--- src/rtl/uart_rx.sv ---
// 8N1 UART receiver: 2-flop sync, oversampled majority vote, start/stop validation.
// Latency: ~2 sync cycles + 9.5 bit periods from the falling start edge to data_valid.
// Backpressure: one-entry output register; a new byte arriving while it is still full is dropped with overrun_err.
module uart_rx #(
    parameter int CLK_FREQ   = 50_000_000,
    parameter int BAUDRATE   = 9600,
    parameter int OVERSAMPLE = 16
) (
    input  logic       clk,
    input  logic       rst_n,
    input  logic       rx,
    output logic [7:0] data_out,
    output logic       data_valid,
    input  logic       data_ready,
    output logic       frame_err,
    output logic       overrun_err,
    output logic       busy
);

    localparam int DIV_RAW = CLK_FREQ / (BAUDRATE * OVERSAMPLE);
    localparam int DIV     = (DIV_RAW < 1) ? 1 : DIV_RAW;
    localparam int CW      = (DIV > 1) ? $clog2(DIV) : 1;
    localparam int SW      = $clog2(OVERSAMPLE);

    localparam logic [CW-1:0] TICK_LAST = CW'(DIV - 1);
    localparam logic [SW-1:0] S_LAST    = SW'(OVERSAMPLE - 1);
    localparam logic [SW-1:0] S_V0      = SW'(OVERSAMPLE / 2 - 1);
    localparam logic [SW-1:0] S_V1      = SW'(OVERSAMPLE / 2);
    localparam logic [SW-1:0] S_V2      = SW'(OVERSAMPLE / 2 + 1);

    typedef enum logic [2:0] {IDLE, START, DATA, STOP, BREAK} state_t;

    state_t          state_q, state_d;
    logic            rx_meta_q, rx_meta_d;
    logic            rx_s_q, rx_s_d;
    logic [CW-1:0]   tick_cnt_q, tick_cnt_d;
    logic [SW-1:0]   s_q, s_d;
    logic [2:0]      bit_cnt_q, bit_cnt_d;
    logic [1:0]      v_q, v_d;
    logic            bit_q, bit_d;
    logic [7:0]      shift_q, shift_d;
    logic            deliver_q, deliver_d;
    logic [7:0]      data_out_q, data_out_d;
    logic            data_valid_q, data_valid_d;
    logic            frame_err_q, frame_err_d;
    logic            overrun_err_q, overrun_err_d;

    logic tick, sample_mid, bit_end, maj;

    // Sample strobes and the three-sample majority (third sample is the live rx_s)
    always_comb begin
        tick       = (tick_cnt_q == TICK_LAST);
        sample_mid = tick && (s_q == S_V2);
        bit_end    = tick && (s_q == S_LAST);
        maj        = (v_q[0] & v_q[1]) | (v_q[0] & rx_s_q) | (v_q[1] & rx_s_q);
    end

    // State and datapath registers
    always_ff @(posedge clk) begin
        if (!rst_n) begin
            state_q       <= IDLE;
            rx_meta_q     <= 1'b1;
            rx_s_q        <= 1'b1;
            tick_cnt_q    <= '0;
            s_q           <= '0;
            bit_cnt_q     <= '0;
            v_q           <= '0;
            bit_q         <= 1'b0;
            shift_q       <= '0;
            deliver_q     <= 1'b0;
            data_out_q    <= '0;
            data_valid_q  <= 1'b0;
            frame_err_q   <= 1'b0;
            overrun_err_q <= 1'b0;
        end else begin
            state_q       <= state_d;
            rx_meta_q     <= rx_meta_d;
            rx_s_q        <= rx_s_d;
            tick_cnt_q    <= tick_cnt_d;
            s_q           <= s_d;
            bit_cnt_q     <= bit_cnt_d;
            v_q           <= v_d;
            bit_q         <= bit_d;
            shift_q       <= shift_d;
            deliver_q     <= deliver_d;
            data_out_q    <= data_out_d;
            data_valid_q  <= data_valid_d;
            frame_err_q   <= frame_err_d;
            overrun_err_q <= overrun_err_d;
        end
    end

    // Next-state logic; BREAK holds off new starts until the line returns high
    always_comb begin
        state_d = state_q;
        case (state_q)
            IDLE:  if (!rx_s_q) state_d = START;
            START: begin
                if (sample_mid && maj) state_d = IDLE;
                else if (bit_end)      state_d = DATA;
            end
            DATA:  if (bit_end && (bit_cnt_q == 3'd7)) state_d = STOP;
            STOP:  if (sample_mid) state_d = maj ? IDLE : BREAK;
            BREAK: if (rx_s_q) state_d = IDLE;
            default: state_d = IDLE;
        endcase
    end

    // Sampling, shifting, stop-bit outcome and output register handshake
    always_comb begin
        rx_meta_d     = rx;
        rx_s_d        = rx_meta_q;
        tick_cnt_d    = tick ? '0 : tick_cnt_q + CW'(1);
        s_d           = s_q;
        bit_cnt_d     = bit_cnt_q;
        v_d           = v_q;
        bit_d         = bit_q;
        shift_d       = shift_q;
        deliver_d     = 1'b0;
        frame_err_d   = 1'b0;
        overrun_err_d = 1'b0;
        data_out_d    = data_out_q;
        data_valid_d  = data_valid_q;

        if (state_q == IDLE) begin
            s_d       = '0;
            bit_cnt_d = '0;
            // Align the sample grid to the detected falling edge
            if (state_d == START) tick_cnt_d = '0;
        end else if (tick) begin
            s_d = (s_q == S_LAST) ? '0 : s_q + SW'(1);
            if (s_q == S_V0) v_d[0] = rx_s_q;
            if (s_q == S_V1) v_d[1] = rx_s_q;
            if (s_q == S_V2) bit_d  = maj;
        end

        if ((state_q == DATA) && bit_end) begin
            shift_d   = {bit_q, shift_q[7:1]};
            bit_cnt_d = bit_cnt_q + 3'd1;
        end

        if ((state_q == STOP) && sample_mid) begin
            if (maj) deliver_d   = 1'b1;
            else     frame_err_d = 1'b1;
        end

        if (data_valid_q && data_ready) data_valid_d = 1'b0;
        if (deliver_q) begin
            if (!data_valid_q || data_ready) begin
                data_out_d   = shift_q;
                data_valid_d = 1'b1;
            end else begin
                overrun_err_d = 1'b1;
            end
        end
    end

    // Output drive
    always_comb begin
        busy        = (state_q != IDLE);
        data_out    = data_out_q;
        data_valid  = data_valid_q;
        frame_err   = frame_err_q;
        overrun_err = overrun_err_q;
    end

endmodule

--- config.mk ---
export PLATFORM = sky130hd
export DESIGN_NAME = uart_rx
export DESIGN_NICKNAME = d
export VERILOG_FILES = /design/src/rtl/uart_rx.sv
export SDC_FILE = /design/constraint.sdc
export NUM_CORES = 1
export LEC_CHECK = 0
export ABC_CLOCK_PERIOD_IN_PS = 2600
export BUFFER_PORTS_ARGS = -buffer_cell sky130_fd_sc_hd__buf_2
export CAP_MARGIN = 25
export CORE_ASPECT_RATIO = 1.1
export CORE_UTILIZATION = 62
export DETAILED_ROUTE_END_ITERATION = 12
export GPL_TIMING_DRIVEN = 0
export PLACE_DENSITY = 0.82
export SLEW_MARGIN = 20
export SYNTH_ARGS = -nofsm -noshare
export SYNTH_HDL_FRONTEND = slang
export SYNTH_SLANG_ARGS = --single-unit
--- constraint.sdc ---
create_clock -name clk -period 2.6 [get_ports clk]
set_clock_uncertainty 0.15 [all_clocks]
set_input_delay 0.26 -clock clk [delete_from_list [all_inputs] [get_ports clk]]
set_output_delay 0.26 -clock clk [all_outputs]
set_load 0.01 [all_outputs]
Yosys cells after proc, flatten, opt, wreduce, memory -nomap -nowiden
Cells that the tools add are included.
{"block": "op_classes", "eq_ne": 11, "addsub": 3, "reduce_logical": 19, "muxes": 20, "n_bitwise": 7}
{"operator": "3-bit 2-to-1 mux", "count": 9}
{"operator": "9-bit 2-to-1 mux", "count": 3}
{"operator": "3-bit one-hot mux with 5 select lines", "count": 1}
{"operator": "4-bit == test (second input constant)", "count": 3}
{"operator": "9-bit by 1-bit adder with 9-bit output (second input constant)", "count": 1}
{"operator": "9-bit == test (second input constant)", "count": 1}
{"operator": "3-bit AND reduction", "count": 3}
{"operator": "1-bit logical AND", "count": 7}
{"operator": "3-bit by 1-bit == test with 1-bit output (second input constant)", "count": 2}
{"operator": "3-bit by 2-bit == test with 1-bit output (second input constant)", "count": 2}
{"operator": "3-bit == test (second input constant)", "count": 2}
{"operator": "1-bit 2-to-1 mux", "count": 6}
{"operator": "2-bit AND reduction", "count": 3}
{"operator": "4-bit by 1-bit adder with 4-bit output (second input constant)", "count": 1}
{"operator": "4-bit by 3-bit == test with 1-bit output (second input constant)", "count": 1}
{"operator": "4-bit 2-to-1 mux", "count": 1}
{"operator": "3-bit by 1-bit adder with 3-bit output (second input constant)", "count": 1}
{"operator": "1-bit bitwise AND", "count": 3}
{"operator": "3-bit logical NOT", "count": 1}
{"operator": "3-bit nonzero test", "count": 1}
{"operator": "1-bit inverter", "count": 2}
{"operator": "1-bit bitwise OR", "count": 2}
{"operator": "2-bit nonzero test", "count": 1}
{"operator": "2-bit OR reduction", "count": 1}
{"operator": "other kinds (2)", "count": 2}
{"block": "totals", "register_bits": 44}

Longest topological paths before layout
Gate-level depths: netlist of run 1.
{"block": "depth", "word_depth": 9, "mapped_depth": 8, "ltp_nobuf": 6}

Worst setup path after synthesis of run 1
No wires, ideal clock.
{"block": "synth_path", "kind": "register to register", "startpoint": "register tick_cnt_q[0]", "endpoint": "register state_q[1]", "t_required_ns": 2.334, "synth_period_minus_slack_ns": 1.771, "arrival_ns": 1.505, "slack_ns": 0.829, "path_stages_with_launch": 8, "setup_ns": 0.116, "cell_sequence": "dfxtp_1 > inv_1 > ha_1 > and4b_1 > and2_1 > buf_4 > a31o_2 > and3_1"}
{"block": "synth_between", "elab_chain_cells": 5}
{"item": "start, declared", "line_no": "36", "source": "logic [CW-1:0] tick_cnt_q, tick_cnt_d;"}
{"item": "start signal, assigned", "line_no": "79", "source": "tick_cnt_q <= tick_cnt_d;"}
{"item": "9-bit == test (*)", "line_no": "52", "source": "tick = (tick_cnt_q == TICK_LAST);"}
{"item": "1-bit logical AND (on tied branches)", "line_no": "54, 53"}
{"item": "3-bit 2-to-1 mux (tied with other cells)", "line_no": "100", "source": "else if (bit_end) state_d = DATA;"}
{"item": "3-bit 2-to-1 mux (on tied branches)", "line_no": "99, 102"}
{"item": "3-bit one-hot mux with 5 select lines (*)", "line_no": "96", "source": "case (state_q)"}
{"item": "end signal, assigned", "line_no": "76", "source": "state_q <= state_d;"}
{"item": "end, declared", "line_no": "33", "source": "state_t state_q, state_d;"}
Mark *: on every way between the ends. The rest lies on a longest branch, timed or not.
A chain may end at the register's enable or synchronous reset.

Final worst setup path of run 1
{"block": "layout_path", "startpoint": "register s_q[0]", "endpoint": "register shift_q[4]"}
{"block": "layout_between", "elab_chain_cells": 3}
{"item": "start, declared", "line_no": "37", "source": "logic [SW-1:0] s_q, s_d;"}
{"item": "start signal, assigned", "line_no": "65", "source": "s_q <= '0;"}
{"item": "start signal, assigned", "line_no": "80", "source": "s_q <= s_d;"}
{"item": "4-bit == test", "line_no": "54", "source": "bit_end = tick && (s_q == S_LAST);"}
{"item": "1-bit logical AND", "line_no": "54"}
{"item": "1-bit logical AND", "line_no": "137", "source": "if ((state_q == DATA) && bit_end) begin"}
{"item": "end signal, assigned", "line_no": "84", "source": "shift_q <= shift_d;"}
{"item": "end, declared", "line_no": "41", "source": "logic [7:0] shift_q, shift_d;"}
No other way between the ends.

==> results by group, run 1 <==
Pwr
  – Leakage power: a little under 0.9 nW
  – PD cells: 500 nW/um^2
  – Total chip power: 1.07 mW
  – Maximum VDD drop: 424 uV

Clocking
  – Htree depth: 2
  – CTS root buf: clkbuf_4
  – CTS tree: done
  – Skew-Pair Late Insertion Delay: 0.35 ns
  – Clock sinks: 44
  – Worst-path clk slew: 0.13 ns
  – Post_cts resized: 0
  – Clock Path Buffers: 2
  – CTS buffer count: 5

Placed design
  – Cell count after placement: 240
  – Post-place setup slack: 0.679 ns
  – IO Port Bufs: 15
  – Placed Area: 2060 um^2
  – Post-DP HPWL: 2390 um
  – RePlAce Congestion: 0.765

STA
  – RSZ-0062 raised after global routing: no
  – Setup violators final: 0
  – Hold Fails Final Rpt: 0
  – Final TNS setup: 0 ns
  – Final hold slack: slightly above 0.07 ns
  – Fmax: 516 MHz
  – Setup ws final: between 0.6 and 0.7 ns
  – Rel. slew slack: 0.696
  – Slew Limit Fails: 0
  – Least-Margin Pin Slew: 0.457 ns
  – Crit share post-route: 0.746
  – Min Tclk post-route: 1.94 ns

Layout
  – Commonest non-fill, non-tap cell in the layout: dfxtp_1
  – Area grow syn2layout: 10.2%
  – NumNets Final: 227
  – Diode count: 0
  – Most frequent cells in the layout: dfxtp_1 (44), mux2i_1 (20), nor2b_1 (19), buf_2 (17), nand2_1 (14)
  – Finished Cell Area: 2140 um^2
  – Finished Layout Cells: 250
  – Fin util: 0.743
  – Layout cell share with drive strength beyond 1: 0.161

Synthesis
  – Mapped cell area: 1940 um^2
  – Combinational family with the most area after synthesis: simple AND/OR/NAND/NOR gates
  – Compound-Gate Fraction of Synth Area: 0.0555
  – Seq/Total Area, Yosys: 0.454
  – Flops & latches, synth: 44
  – Yosys warns: 0
  – Simple logic cell fraction of the synthesized area: 0.260
  – XOR/XNOR share of the synthesized area: 0.0361
  – Commonest register cell after synthesis: dfxtp_1
  – Adder-Cell Fraction of Synth Area: 0.0503
  – Syn_area_per_cell: between 10 and 15 um^2
  – Mux cell area share after synthesis: 0.103
  – Yosys cell types: 44
  – Post-synthesis cell count: 192
  – Number of synthesized flops with an enable pin: 0
  – Async S/R FF share, synth: 0
  – Post-Syn Nets: 203

Critical path
  – CP Capture Type: flip-flop
  – CP required: 2.70 ns
  – Worst Path Max Fanout: 10
  – Critical path type: reg -> reg
  – CP arrival: approximately 2 ns
  – Worst Setup Start Kind: flip-flop

Floorplan
  – Die area: 3360 um^2
  – I/O pin count: 16
  – Row cnt: 20
  – Die Wd: 55.3 um
  – Core area: 2880 um^2
  – Die Ht: between 60 and 70 um
  – Starting Density: 0.674

GRT
  – First-pass GRT wire length: 5530 um
  – GRT overflow: 0
  – Initial antenna violation count: 0
  – Total GRT Usage: 0.213
  – Vias in the first global route: ~1300
  – Largest net degree at the start of global routing: 14

Detailed routing
  – Drt drc: 0
  – First DRT Iteration DRCs: 46
  – Vias per inst: roughly 5.7
  – Via count: 1415
  – Pre-antenna DRT Iters: 4
  – Post-route ant nets: 0
  – Avg WL per Cell: 13.5 um
  – WL final: about 3400 um

Min path
  – HP Class: in -> reg

Flow run
  – MaxCap Viol Count: 0

Status
  – Outcome: completed
-- report_power, final --
group | internal (mW) | switching (mW) | leakage, nW
registers | 0.680 | 0.00817 | 0.355
clock network | 0.129 | 0.209 | 0.0380
logic | 0.0189 | 0.0228 | 0.497
-- state kept, by name (all words and copies together), names as in the netlist --
register	flops
s_q	4
v_q	2
tick_cnt_q	9
rx_meta_q	1
rx_s_q	1
data_out	8
bit_cnt_q	3
data_valid	1
state_q	3
frame_err	1
deliver_q	1
overrun_err	1
shift_q	8
bit_q	1
-- cell type report --
class                      count  area, um^2
timing repair buffer          17        95.1
buffer                         8        60.1
clock inverter                 2        10.0
sequential                    44         881
fill                         223         741
clock buffer                   6        51.3
multi-input combinational    135         980
tap                           33        41.3
inverter                       5        18.8
-- worst max-delay path: stages, from the launching register on --
cell and delay [ns]:
dfxtp_1 0.46, ha_1 0.23, and3_1 0.24, and4_1 0.24, buf_6 0.14, buf_12 0.13, mux2i_1 0.18, nor2b_1 0.06
-- path summary, 6_finish.rpt --
path / from / endpoint / slack (ns) / depth (start not counted)
min reg2reg: rx_meta_q / rx_s_q / 0.29 / 1
max: s_q[0] / shift_q[4] / 0.66 / 7
max reg2reg: s_q[0] / shift_q[4] / 0.66 / 7
min: data_ready / data_valid / 0.07 / 3
-- cell families after synthesis --
kind of cell | count (synthesis)
DFF | 44
AOI/OAI and AO/OA | 14
buffers and inverters | 13
xor gates and xnor gates | 8
adders and majority gates | 8
muxes | 20
and+or+nand+nor | 85
-- layer usage --
layer  share of wire  global-route usage  up-vias  routed length (um)
li1                -                   -      712                   -
met1            0.47               0.248      664                1580
met3           0.032              0.0448        5                 109
met4           0.014               0.125        0                  48
met5               0                   0        -                   0
met2            0.48               0.370       34                1620
-- synth_stat cells, types with 3 or more instances --
library cell | count | area (um^2)
nand3_1 | 7 | 35.0
nand4_1 | 7 | 43.8
nor2_1 | 13 | 48.8
nand2_1 | 14 | 52.6
nor2b_1 | 19 | 119
xor2_1 | 7 | 61.3
and3_1 | 5 | 31.3
nand2b_1 | 3 | 18.8
ha_1 | 7 | 87.6
dfxtp_1 | 44 | 881
mux2i_1 | 20 | 200
inv_1 | 5 | 18.8
clkbuf_1 | 3 | 11.3
-- what timing repair did --
| item | CTS | global route |
|---|---|---|
| hold buffers | 2 | 0 |
| buffers inserted | 0 | 0 |
| hold endpoints to repair | 2 | 0 |
(Power assumes the default switching activity.)
==> run 2, diff against run 1 <==
--- a/config.mk
+++ b/config.mk
@@ -5,14 +5,14 @@
 export SDC_FILE = /design/constraint.sdc
 export NUM_CORES = 1
 export LEC_CHECK = 0
-export ABC_CLOCK_PERIOD_IN_PS = 2600
+export ABC_CLOCK_PERIOD_IN_PS = 1800
 export BUFFER_PORTS_ARGS = -buffer_cell sky130_fd_sc_hd__buf_2
 export CAP_MARGIN = 25
 export CORE_ASPECT_RATIO = 1.1
-export CORE_UTILIZATION = 62
+export CORE_UTILIZATION = 58
 export DETAILED_ROUTE_END_ITERATION = 12
 export GPL_TIMING_DRIVEN = 0
-export PLACE_DENSITY = 0.82
+export PLACE_DENSITY = 0.78
 export SLEW_MARGIN = 20
 export SYNTH_ARGS = -nofsm -noshare
 export SYNTH_HDL_FRONTEND = slang
==> constraint.sdc (replaced) <==
create_clock -name clk -period 1.8 [get_ports clk]
set_clock_uncertainty 0.15 [all_clocks]
set_input_delay 0.18 -clock clk [delete_from_list [all_inputs] [get_ports clk]]
set_output_delay 0.18 -clock clk [all_outputs]
set_load 0.01 [all_outputs]
==> run 2 against run 1 <==
The flow now finishes with violations (DRC); worst hold slack better by 0.24 ns; cell area up 9.2%; fmax up 9.3%; clock power up 96%; routed wire length up 12%; critical path depth down 2; non-clock buffer count up 11; sequential power up 44%; sequential cell count unchanged; worst setup slack worse by 0.63 ns.
==> results by group, run 2 (synthesis gave the netlist of run 1 again) <==
Status
  – Outcome: finished with violations
  – Failing checks: DRC

Layout
  – Most frequent cells in the layout: dfxtp_1 (35), nor2b_1 (19), mux2i_1 (18), buf_2 (16)
  – Finished Cell Area: 2330 um^2
  – Finished Layout Cells: 262
  – Max reg flops: 9
  – Fin util: 0.746
  – Layout cell share with drive strength beyond 1: 0.285
  – NumNets Final: about 240
  – Diode count: 0
  – Commonest non-fill, non-tap cell in the layout: dfxtp_1
  – Area grow syn2layout: 20.3%
  – Biggest register: tick_cnt_q

Detailed routing
  – Post-route ant nets: 0
  – Avg WL per Cell: roughly 14 um
  – Pre-antenna DRT Iters: 8
  – Vias per inst: 5.70
  – WL final: 3780 um
  – Drt drc: 4
  – First DRT Iteration DRCs: 56
  – Via count: approximately 1500

Floorplan
  – I/O pin count: 16
  – Core area: 3130 um^2
  – Die area: 3580 um^2
  – Starting Density: 0.620
  – Die Wd: 57.1 um
  – Row cnt: 21
  – Die Ht: between 60 and 70 um

Placed design
  – RePlAce Congestion: 0.828
  – Post-DP HPWL: roughly 2500 um
  – IO Port Bufs: 15
  – Cell count after placement: 241
  – Placed Area: 2060 um^2

Clocking
  – Skew-Pair Late Insertion Delay: 0.36 ns
  – Worst-path clk slew: 0.13 ns
  – CTS buffer count: 5
  – CTS tree: done
  – CTS root buf: clkbuf_4
  – Htree depth: 2
  – Clock Path Buffers: 2
  – Clock sinks: 44

STA
  – Min Tclk post-route: roughly 1.8 ns
  – Least-Margin Pin Slew: 0.410 ns
  – Setup violators final: 0
  – Slew Limit Fails: 0
  – RSZ-0062 raised after global routing: yes
  – Hold Fails Final Rpt: 0
  – Fmax: around 560 MHz
  – Crit share post-route: 0.985
  – Rel. slew slack: 0.727
  – Final TNS setup: 0 ns

GRT
  – GRT overflow: 0
  – Total GRT Usage: 0.228
  – Largest net degree at the start of global routing: 15
  – Met1 GRT Util: 0.266
  – Met2 Use GR: 0.399
  – GR Util met3: 0.0621
  – First-pass GRT wire length: 6360 um
  – Grt peak-use layer: met2
  – Vias in the first global route: between 1000 and 1500
  – Initial antenna violation count: 0

Flow run
  – MaxCap Viol Count: 0

Min path
  – HP Class: reg -> reg

Critical path
  – CP arrival: 1.90 ns
  – CP max stage delay: 0.39 ns
  – Critical path type: reg -> reg
  – CP required: ~1.9 ns
  – Reg2Reg Setup Slack: 0.03 ns
  – Worst path cell trace: nor4b_4 -> and4_4 -> buf_12 -> mux2i_2 -> nor2b_1
  – Worst Path Max Fanout: 5
  – Cell family contributing the most delay on the critical path: simple AND/OR/NAND/NOR gates
  – CP Capture Type: flip-flop
  – Worst Path Buf+Inv: 1
  – Slowest-stage cell, CP: nor4b_4
  – Worst Setup Start Kind: flip-flop

Pwr
  – Total chip power: 1.74 mW
  – Leakage power: 0.975 nW
  – Maximum VDD drop: 637 uV
  – PD cells: 744 nW/um^2
[run 2: cell types whose count changed in the layout (fill, tap and decap cells not counted), moves of 2 or more]
cell	previous run	this run
inv_2	0	2
inv_1	5	3
clkinv_2	2	0
dfxtp_4	0	5
buf_4	1	11
dfxtp_2	0	4
mux2i_2	0	2
dfxtp_1	44	35
mux2i_1	20	18
[run 2: final cells by class]
cell class,count,area (um^2)
fill,229,793
tap,34,42.5
clock buffer,6,51.3
multi-input combinational,135,1020
clock inverter,2,38.8
inverter,5,18.8
sequential,44,905
buffer,6,43.8
timing repair buffer,30,216
[run 2: path summary, 6_finish.rpt]
path,startpoint,end,cells past startpoint
worst min-delay path,rx_meta_q,rx_s_q,1
worst max register to register,tick_cnt_q[4],shift_q[4],5
worst max-delay path,tick_cnt_q[4],shift_q[4],5
worst min register to register,rx_meta_q,rx_s_q,1
[run 2: where the power goes]
group	switching, mW	internal [mW]	total (mW)
clock network	0.331	0.333	0.664
registers	0.00891	0.979	0.988
logic	0.0444	0.0391	0.0835
total	0.384	1.35	1.74
[run 2: timing repair]
item / CTS / global route
resized for setup: 10 / 20
hold buffers: 3 / 0
setup endpoints to repair: 25 / 24
pin swaps: 2 / 6
setup buffers: 7 / 4
endpoints found under the hold margin: 4 / 0
gates cloned: 0 / 1
[run 2: metrics by stage]
stage	worst slack, ns	hold slack [ns]
after floorplan	0.0295	0.103
after global placement	-0.117	0.225
after detailed placement	-0.172	0.240
after CTS	-0.0389	0.299
after global routing	-0.0517	0.318
final	0.0267	0.309
[run 2: layer usage]
layer  vias to the layer above  part of all wire  wire (um)
li1                        733                 -          -
met1                       718              0.44       1650
met2                        34              0.50       1900
met3                         8             0.043        162
met4                         0             0.017         66
met5                         -                 0          0
